==> src/rtl/gt_mem_pkg.sv <==
// gt_mem_pkg: shared types and constants for the L1 miss controller and its writeback buffer.
// Line geometry and the controller state encoding live here so both files agree.
package gt_mem_pkg;

  localparam int LINE_W   = 256;
  localparam int OFFSET_W = 5;
  localparam int CNT_W    = 4;

  typedef enum logic [2:0] {
    S_IDLE,
    S_VC_LOOKUP,
    S_MEM_WB,
    S_MEM_READ,
    S_RESP
  } state_e;

  function automatic logic [31:0] line_align(input logic [31:0] a);
    return a & ~((32'd1 << OFFSET_W) - 32'd1);
  endfunction

  function automatic logic [15:0] sat_inc(input logic [15:0] v, input logic en);
    return (en && v != 16'hFFFF) ? v + 16'd1 : v;
  endfunction

endpackage

==> src/rtl/gt_wb_buf.sv <==
// gt_wb_buf: one-entry holding register for victim-cache writebacks awaiting a memory slot.
// A push in the same cycle as a pop wins, so a late writeback is never lost by the drain.
module gt_wb_buf
  import gt_mem_pkg::*;
#(
  parameter int LINE_W = gt_mem_pkg::LINE_W
) (
  input  logic              clk,
  input  logic              rst,
  input  logic              push,
  input  logic [31:0]       push_addr,
  input  logic [LINE_W-1:0] push_data,
  input  logic              pop,
  output logic              full,
  output logic [31:0]       addr,
  output logic [LINE_W-1:0] data,
  output logic              overflow
);

  logic              full_q, full_d;
  logic [31:0]       addr_q, addr_d;
  logic [LINE_W-1:0] data_q, data_d;

  always_comb begin
    full_d = full_q;
    addr_d = addr_q;
    data_d = data_q;
    if (pop) begin
      full_d = 1'b0;
    end
    if (push) begin
      full_d = 1'b1;
      addr_d = push_addr;
      data_d = push_data;
    end
  end

  always_ff @(posedge clk) begin
    if (rst) begin
      full_q <= 1'b0;
      addr_q <= '0;
      data_q <= '0;
    end else begin
      full_q <= full_d;
      addr_q <= addr_d;
      data_q <= data_d;
    end
  end

  assign full     = full_q;
  assign addr     = addr_q;
  assign data     = data_q;
  assign overflow = push && full_q && !pop;

endmodule

==> src/rtl/gt_miss_ctrl.sv <==
// gt_miss_ctrl: L1 line-fill controller -- victim cache first, main memory on a miss, with
// buffered victim writebacks drained ahead of reads. GT_MISS_CTRL_STATS_EN adds counters and err.
module gt_miss_ctrl #(
  parameter int MEM_LAT = 4,
  parameter int LINE_W  = gt_mem_pkg::LINE_W
) (
  input  logic              CLK,
  input  logic              RST,
  input  logic              req_valid,
  input  logic [31:0]       req_addr,
  output logic              req_ready,
  input  logic              evict_valid,
  input  logic [31:0]       evict_addr,
  input  logic [LINE_W-1:0] evict_data,
  output logic              resp_valid,
  output logic [LINE_W-1:0] resp_data,
  output logic              resp_src,
  output logic [31:0]       vc_addr,
  output logic [LINE_W-1:0] vc_wdata,
  input  logic              vc_hit,
  input  logic [LINE_W-1:0] vc_rdata,
  input  logic              vc_wb_valid,
  input  logic [31:0]       vc_wb_addr,
  input  logic [LINE_W-1:0] vc_wb_data,
  output logic [31:0]       mem_addr,
  output logic              mem_we,
  output logic [LINE_W-1:0] mem_wdata,
  input  logic [LINE_W-1:0] mem_rdata
`ifdef GT_MISS_CTRL_STATS_EN
  ,
  output logic [15:0]       hit_cnt,
  output logic [15:0]       miss_cnt,
  output logic [15:0]       wb_cnt,
  output logic              err
`endif
);
  import gt_mem_pkg::*;

  state_e            state_q, state_d, ret_q, ret_d;
  logic [31:0]       line_q, line_d, vc_addr_q, vc_addr_d, mem_addr_q, mem_addr_d;
  logic [CNT_W-1:0]  cnt_q, cnt_d;
  logic              resp_valid_q, resp_valid_d, resp_src_q, resp_src_d, mem_we_q, mem_we_d;
  logic [LINE_W-1:0] resp_data_q, resp_data_d, mem_wdata_q, mem_wdata_d;
  logic              wb_pop, wb_full;
  logic [31:0]       wb_addr;
  logic [LINE_W-1:0] wb_data;
`ifdef GT_MISS_CTRL_STATS_EN
  logic [15:0]       hit_cnt_q, hit_cnt_d, miss_cnt_q, miss_cnt_d, wb_cnt_q, wb_cnt_d;
  logic              err_q, err_d, wb_overflow;
`endif

  gt_wb_buf #(.LINE_W(LINE_W)) u_wb_buf (
    .clk       (CLK),
    .rst       (RST),
    .push      (vc_wb_valid),
    .push_addr (vc_wb_addr),
    .push_data (vc_wb_data),
    .pop       (wb_pop),
    .full      (wb_full),
    .addr      (wb_addr),
    .data      (wb_data),
`ifdef GT_MISS_CTRL_STATS_EN
    .overflow  (wb_overflow)
`else
    .overflow  ()
`endif
  );

  always_comb begin
    state_d      = state_q;
    ret_d        = ret_q;
    line_d       = line_q;
    cnt_d        = cnt_q;
    vc_addr_d    = vc_addr_q;
    resp_valid_d = 1'b0;
    resp_src_d   = resp_src_q;
    resp_data_d  = resp_data_q;
    mem_addr_d   = mem_addr_q;
    mem_wdata_d  = mem_wdata_q;
    wb_pop       = 1'b0;
    case (state_q)
      S_IDLE: begin
        if (req_valid && !evict_valid) begin
          line_d    = line_align(req_addr);
          vc_addr_d = line_align(req_addr);
          state_d   = S_VC_LOOKUP;
        end
      end
      S_VC_LOOKUP: begin
        if (vc_hit) begin
          resp_data_d = vc_rdata;
          resp_src_d  = 1'b0;
          state_d     = S_RESP;
        end else begin
          state_d = S_MEM_READ;
        end
      end
      S_MEM_READ: begin
        if (cnt_q == '0) begin
          resp_data_d = mem_rdata;
          resp_src_d  = 1'b1;
          state_d     = S_RESP;
        end else begin
          cnt_d = cnt_q - CNT_W'(1);
        end
      end
      S_RESP: begin
        resp_valid_d = 1'b1;
        state_d      = S_IDLE;
      end
      S_MEM_WB: begin
        wb_pop  = 1'b1;
        state_d = ret_q;
      end
      default: state_d = S_IDLE;
    endcase

    // A pending writeback steals one cycle in front of any entry into a read or back to idle.
    if (wb_full && state_q != S_MEM_WB && state_d != state_q &&
        (state_d == S_MEM_READ || state_d == S_IDLE)) begin
      ret_d   = state_d;
      state_d = S_MEM_WB;
    end
    if (state_d == S_MEM_READ && state_q != S_MEM_READ) begin
      cnt_d = CNT_W'(MEM_LAT - 1);
    end

    mem_we_d = (state_d == S_MEM_WB);
    if (state_d == S_MEM_WB) begin
      mem_addr_d  = wb_addr;
      mem_wdata_d = wb_data;
    end else if (state_d == S_MEM_READ) begin
      mem_addr_d = line_q;
    end

`ifdef GT_MISS_CTRL_STATS_EN
    hit_cnt_d  = sat_inc(hit_cnt_q, state_q == S_VC_LOOKUP && vc_hit);
    miss_cnt_d = sat_inc(miss_cnt_q, state_q == S_VC_LOOKUP && !vc_hit);
    wb_cnt_d   = sat_inc(wb_cnt_q, state_q == S_MEM_WB);
    err_d      = err_q | wb_overflow;
`endif
  end

  always_ff @(posedge CLK) begin
    if (RST) begin
      state_q      <= S_IDLE;
      ret_q        <= S_IDLE;
      line_q       <= '0;
      cnt_q        <= '0;
      vc_addr_q    <= '0;
      resp_valid_q <= 1'b0;
      resp_src_q   <= 1'b0;
      resp_data_q  <= '0;
      mem_addr_q   <= '0;
      mem_we_q     <= 1'b0;
      mem_wdata_q  <= '0;
`ifdef GT_MISS_CTRL_STATS_EN
      hit_cnt_q    <= '0;
      miss_cnt_q   <= '0;
      wb_cnt_q     <= '0;
      err_q        <= 1'b0;
`endif
    end else begin
      state_q      <= state_d;
      ret_q        <= ret_d;
      line_q       <= line_d;
      cnt_q        <= cnt_d;
      vc_addr_q    <= vc_addr_d;
      resp_valid_q <= resp_valid_d;
      resp_src_q   <= resp_src_d;
      resp_data_q  <= resp_data_d;
      mem_addr_q   <= mem_addr_d;
      mem_we_q     <= mem_we_d;
      mem_wdata_q  <= mem_wdata_d;
`ifdef GT_MISS_CTRL_STATS_EN
      hit_cnt_q    <= hit_cnt_d;
      miss_cnt_q   <= miss_cnt_d;
      wb_cnt_q     <= wb_cnt_d;
      err_q        <= err_d;
`endif
    end
  end

  // Evictions own the victim-cache port while idle and hold off new requests for that cycle.
  assign req_ready  = (state_q == S_IDLE) && !evict_valid;
  assign vc_addr    = (state_q == S_IDLE && evict_valid) ? evict_addr : vc_addr_q;
  assign vc_wdata   = (state_q == S_IDLE && evict_valid) ? evict_data : '0;
  assign resp_valid = resp_valid_q;
  assign resp_src   = resp_src_q;
  assign resp_data  = resp_data_q;
  assign mem_addr   = mem_addr_q;
  assign mem_we     = mem_we_q;
  assign mem_wdata  = mem_wdata_q;
`ifdef GT_MISS_CTRL_STATS_EN
  assign hit_cnt    = hit_cnt_q;
  assign miss_cnt   = miss_cnt_q;
  assign wb_cnt     = wb_cnt_q;
  assign err        = err_q;
`endif

endmodule

==> config.mk <==
export PLATFORM = sky130hd
export DESIGN_NAME = gt_miss_ctrl
export DESIGN_NICKNAME = d
export VERILOG_FILES = /design/src/rtl/gt_mem_pkg.sv /design/src/rtl/gt_wb_buf.sv /design/src/rtl/gt_miss_ctrl.sv
export SDC_FILE = /design/constraint.sdc
export NUM_CORES = 2
export LEC_CHECK = 0
export ABC_AREA = 1
export BUFFER_PORTS_ARGS = -buffer_cell sky130_fd_sc_hd__buf_2
export CAP_MARGIN = 20
export CORE_AREA = 2 2 762 764
export DETAILED_ROUTE_END_ITERATION = 7
export DIE_AREA = 0 0 764 766
export GPL_TIMING_DRIVEN = 0
export PLACE_DENSITY = 0.3
export SLEW_MARGIN = 10
export SYNTH_ARGS = -nofsm -noshare
export SYNTH_HDL_FRONTEND = slang
export SYNTH_HIERARCHICAL = 1
export SYNTH_SLANG_ARGS = --single-unit
==> constraint.sdc <==
create_clock -name CLK -period 2.4 [get_ports CLK]
set_clock_uncertainty 0.15 [all_clocks]
set_input_delay 0.48 -clock CLK [delete_from_list [all_inputs] [get_ports CLK]]
set_output_delay 0.48 -clock CLK [all_outputs]
set_load 0.01 [all_outputs]
== Word level (Yosys, flattened, before mapping) ==
Cells that the tools add are included.

* Register bits after elaboration: 873
* Input bits: 1126
* Logic and storage cells: 72

* $add $sub $neg: 1
* Equality and inequality tests: 13
* Mux-type cells: 22
* Bitwise gates (word level): 1
* Reductions and logical operators: 21

{| class="wikitable"
|+ Operator list
! cell !! number
|-
| 2-to-1 mux 256 bit || 3
|-
| case mux 256 bit (2 select lines) || 1
|-
| 2-to-1 mux 32 bit || 3
|-
| equality test 3 x 2 -> 1 bit (second input constant) || 5
|-
| 2-to-1 mux 3 bit || 4
|-
| case mux 3 bit (4 select lines) || 1
|-
| nonzero test 2 bit || 4
|-
| logical AND 1 bit || 7
|-
| logical NOT 3 bit || 2
|-
| 2-to-1 mux 1 bit || 6
|-
| 2-to-1 mux 2 bit || 3
|-
| != test 3 x 2 -> 1 bit (second input constant) || 2
|-
| AND reduction 2 bit || 3
|-
| logical NOT 4 bit || 1
|-
| != test 2 bit (second input constant) || 2
|-
| subtractor 4 x 1 -> 4 bit (second input constant) || 1
|-
| equality test 3 x 1 -> 1 bit (second input constant) || 1
|-
| equality test 3 bit (second input constant) || 1
|-
| != test 3 bit || 1
|-
| AND reduction 3 bit || 1
|-
| != test 2 x 1 -> 1 bit (second input constant) || 1
|-
| case mux 1 bit (2 select lines) || 1
|-
| OR reduction 2 bit || 1
|-
| logical NOT 1 bit || 1
|-
| 2 further kinds || 2
|}

== Longest topological paths before layout ==
* Depth after elaboration: 12
* Gate-level depth with buffers: 16
* Gate-level depth less buffers: 15

== Cells and area by module ==
The synthesis kept the hierarchy.

{| class="wikitable"
|+ By module, submodules not included
! module !! times used !! cells an instance !! area an instance (um^2)
|-
| gt_miss_ctrl || 1 || 3552 || 24740.0
|-
| gt_wb_buf || 1 || 1254 || 9935.8
|}

== Worst setup path before layout ==
Ideal clock, no wire load.

* Path kind: register to output
* From: register state_q[2]
* To: output vc_addr[10]
* Arrival: 1.620 ns
* Required time: 1.770 ns
* Path slack: 0.150 ns
* Stages on the path, launching flop included: 7
* Cells stage by stage: dfxtp_1 > nor2_1 > nand2_1 > inv_1 > nand2_1 > clkbuf_1 > mux2_2

* Word-level cells in the longest chain between the ends: 3

{| class="wikitable"
|+ Ends and longest elaborated chain
! element !! line !! text
|-
| from (decl) || gt_miss_ctrl.sv:39 || <nowiki>state_e state_q, state_d, ret_q, ret_d;</nowiki>
|-
| from (signal assigned) || gt_miss_ctrl.sv:164 || <nowiki>state_q <= state_d;</nowiki>
|-
| logical NOT 3 bit || gt_miss_ctrl.sv:186 || <nowiki>assign vc_addr = (state_q == S_IDLE && evict_valid) ? evict_addr : vc_addr_q;</nowiki>
|-
| logical AND 1 bit || gt_miss_ctrl.sv:186 ||
|-
| 2-to-1 mux 32 bit || gt_miss_ctrl.sv:186 ||
|-
| to (decl) || gt_miss_ctrl.sv:18 || <nowiki>output logic [31:0] vc_addr,</nowiki>
|}

No other way between the ends.

== Worst setup path after layout ==
* From: register state_q[2]
* To: output vc_wdata[0]

* Word-level cells in the longest chain between the ends: 3

{| class="wikitable"
|+ Ends and longest elaborated chain
! element !! line !! text
|-
| logical NOT 3 bit || gt_miss_ctrl.sv:187 || <nowiki>assign vc_wdata = (state_q == S_IDLE && evict_valid) ? evict_data : '0;</nowiki>
|-
| logical AND 1 bit || gt_miss_ctrl.sv:187 ||
|-
| 2-to-1 mux 256 bit || gt_miss_ctrl.sv:187 ||
|-
| to (decl) || gt_miss_ctrl.sv:19 || <nowiki>output logic [LINE_W-1:0] vc_wdata,</nowiki>
|}

No other way between the ends.

==> reports/results.txt <==
Status -> finished with violations
Failing checks -> negative setup slack
Initial Utilization -> 6.016%
Final ANT Viol Nets -> 0
Die Ht -> 766 um
I/O pin count -> 1962
Vias in the first global route -> 47520
Die area -> 585200 um2
Design area -> 69990 um2
RSZ-0062 raised after global routing -> yes
DR iter-0 viols -> 2550
Max cap viols -> 0
Row Count -> 279
Final cell count without fillers -> 15720
Max clock buf depth -> 4
Area of the multi-input gates -> 15100 um2
Largest net degree at the start of global routing -> 13
Detailed Route WL -> 508500 um
Reg area -> 17490 um2
Syn Inst Count -> 4805
Number of placed cells counting well taps -> 14490
Via count -> 46680
Vias per inst -> 2.969
Post-route DRC -> 0
Fmax -> 0.3008 GHz
Setup violators final -> 833
Cell area after placement -> 54310 um2
GR Util All Layers -> 16.66%
CP max FO -> 7
Peak supply drop -> 0.0004779 V
Grt total ovfl -> 0
Final worst setup slack -> -0.9246 ns
Post-Syn Area -> 34670 um2
Post-DP HPWL -> 458100 um
Startpoint types -> flip-flop
Syn Area/Cell -> 7.216 um2
H-tree depth -> 4
Syn_nets -> 5932
Hold Crit Class -> in -> reg
Fill cells -> 67470
TritonCTS Buffers -> 138
Clk Latency, worst-skew pair -> 0.84 ns
TritonCTS clock tree -> yes
PD cells -> 718.0 nW/um2
Drt first pass iters -> 7
Crit Path Class -> reg -> out
Slew HR -> 32.03%
Layout cells sized above 1 -> 32.88%
Lkg Pwr -> 30.58 nW
Initial antenna violation count -> 393
Worst EP required -> 1.77 ns
Fin crit period -> 3.325 ns
Final net count -> 8877
Ys Warns -> 6
Routed WL per cell -> 32.34 um
Setup crit end kind -> primary output
Final hold vios -> 0
First-pass GRT wire length -> 610000 um
Min Hold Slack -> 0.05711 ns
Area of the core -> 576300 um2
Worst Tran Pin Value -> 1.020 ns
Clk sinks -> 873
Routability Congestion -> 0.9527
Clk root buf -> clkbuf_16
Port bufs -> 1955
Die Width -> 764 um
Final Max Slew Viols -> 0
Worst Path Arrival -> 2.69 ns
CTS clk-pin slew, worst paths -> 0.06 ns
Layout area overhead -> 101.9%
Period utilization -> 138.5%
[through the flow]
stage | worst slack, ns | util [%] | power [mW] | TNS (ns)
floorplan | 0.1500 | - | 20.09 | 0
global placement | -3.533 | 9.391 | 27.53 | -1853.53
detailed placement | -2.148 | 9.423 | 27.53 | -1323.70
CTS | -1.118 | 11.88 | 51.32 | -504.83
global route | -1.023 | 12.10 | 52.67 | -428.78
finish | -0.9246 | 12.14 | 50.25 | -310.73
[flip-flops by register name, summed over array words and instances, names as in the netlist, 3 cells and up]
signal,cells
vc_addr_q,27
ret_q,3
cnt_q,4
mem_wdata,256
resp_data,256
u_wb_buf/addr,32
state_q,3
u_wb_buf/data,256
mem_addr,32
[worst paths after layout]
path | startpoint | endpoint | slack, ns | cells past startpoint
worst max-delay path | state_q[2]$_SDFF_PP0_ | vc_wdata[0] | -0.92 | 9
worst min-delay path | vc_rdata[110] | resp_data[110]$_SDFFE_PP0P_ | 0.06 | 3
worst max register to register | state_q[2]$_SDFF_PP0_ | vc_addr_q[29]$_SDFFE_PP0P_ | -0.42 | 8
worst min register to register | u_wb_buf/addr[3]$_SDFFE_PP0P_ | mem_addr[3]$_SDFFE_PP0P_ | 0.29 | 2
[final cells by class]
type,count,area share [%]
antenna,144,0.5148
buffer,379,3.295
clock buffer,199,5.747
clock inverter,43,0.7490
inverter,310,1.684
multi-input combinational,3243,21.57
sequential,873,24.99
tap,7727,13.81
timing repair buffer,2805,27.64
[repair_timing]
| item | CTS | global route |
|---|---|---|
| endpoints found under the hold margin | 578 | 0 |
| resized for setup | 459 | 369 |
| pin swaps | 7 | 11 |
| setup buffers | 13 | 16 |
| endpoints found under the setup margin | 878 | 875 |
| hold buffers | 811 | 0 |
| gates cloned | 0 | 2 |
[layer usage]
| layer | wire length [um] | track usage (%) |
|---|---|---|
| met2 | 230400 | 27.42 |
| met4 | 22090 | 5.442 |
| met1 | 203700 | 19.21 |
| met5 | 736 | 0 |
| met3 | 51660 | 7.372 |
[worst max-delay path: stages (launching register included)]
cell       delay [ns]
dfxtp_4          0.36
nor2_4           0.11
nand2_2          0.07
inv_2            0.10
nand2_8          0.11
buf_12           0.19
buf_16           0.15
clkbuf_16        0.21
nor2_4           0.34
buf_6            0.17
[power by group]
part | leakage, nW | internal (mW) | switching [mW]
clock network | 2.22 | 12.1 | 9.09
registers | 7.16 | 15.7 | 0.788
logic | 21.2 | 4.28 | 8.25
total | 30.6 | 32.1 | 18.1
[layout by cell type (no fill, tap or decap), types with 122 or more instances in the layout]
master / count
nand2_1: 586
clkbuf_1: 219
dfxtp_1: 868
o21ai_0: 768
a31oi_1: 256
dlygate4sd3_1: 811
buf_6: 122
buf_2: 1853
diode_2: 144
nor2_1: 1309
inv_1: 298
clkbuf_16: 144
Note: power is estimated with default switching activity, not from simulation.
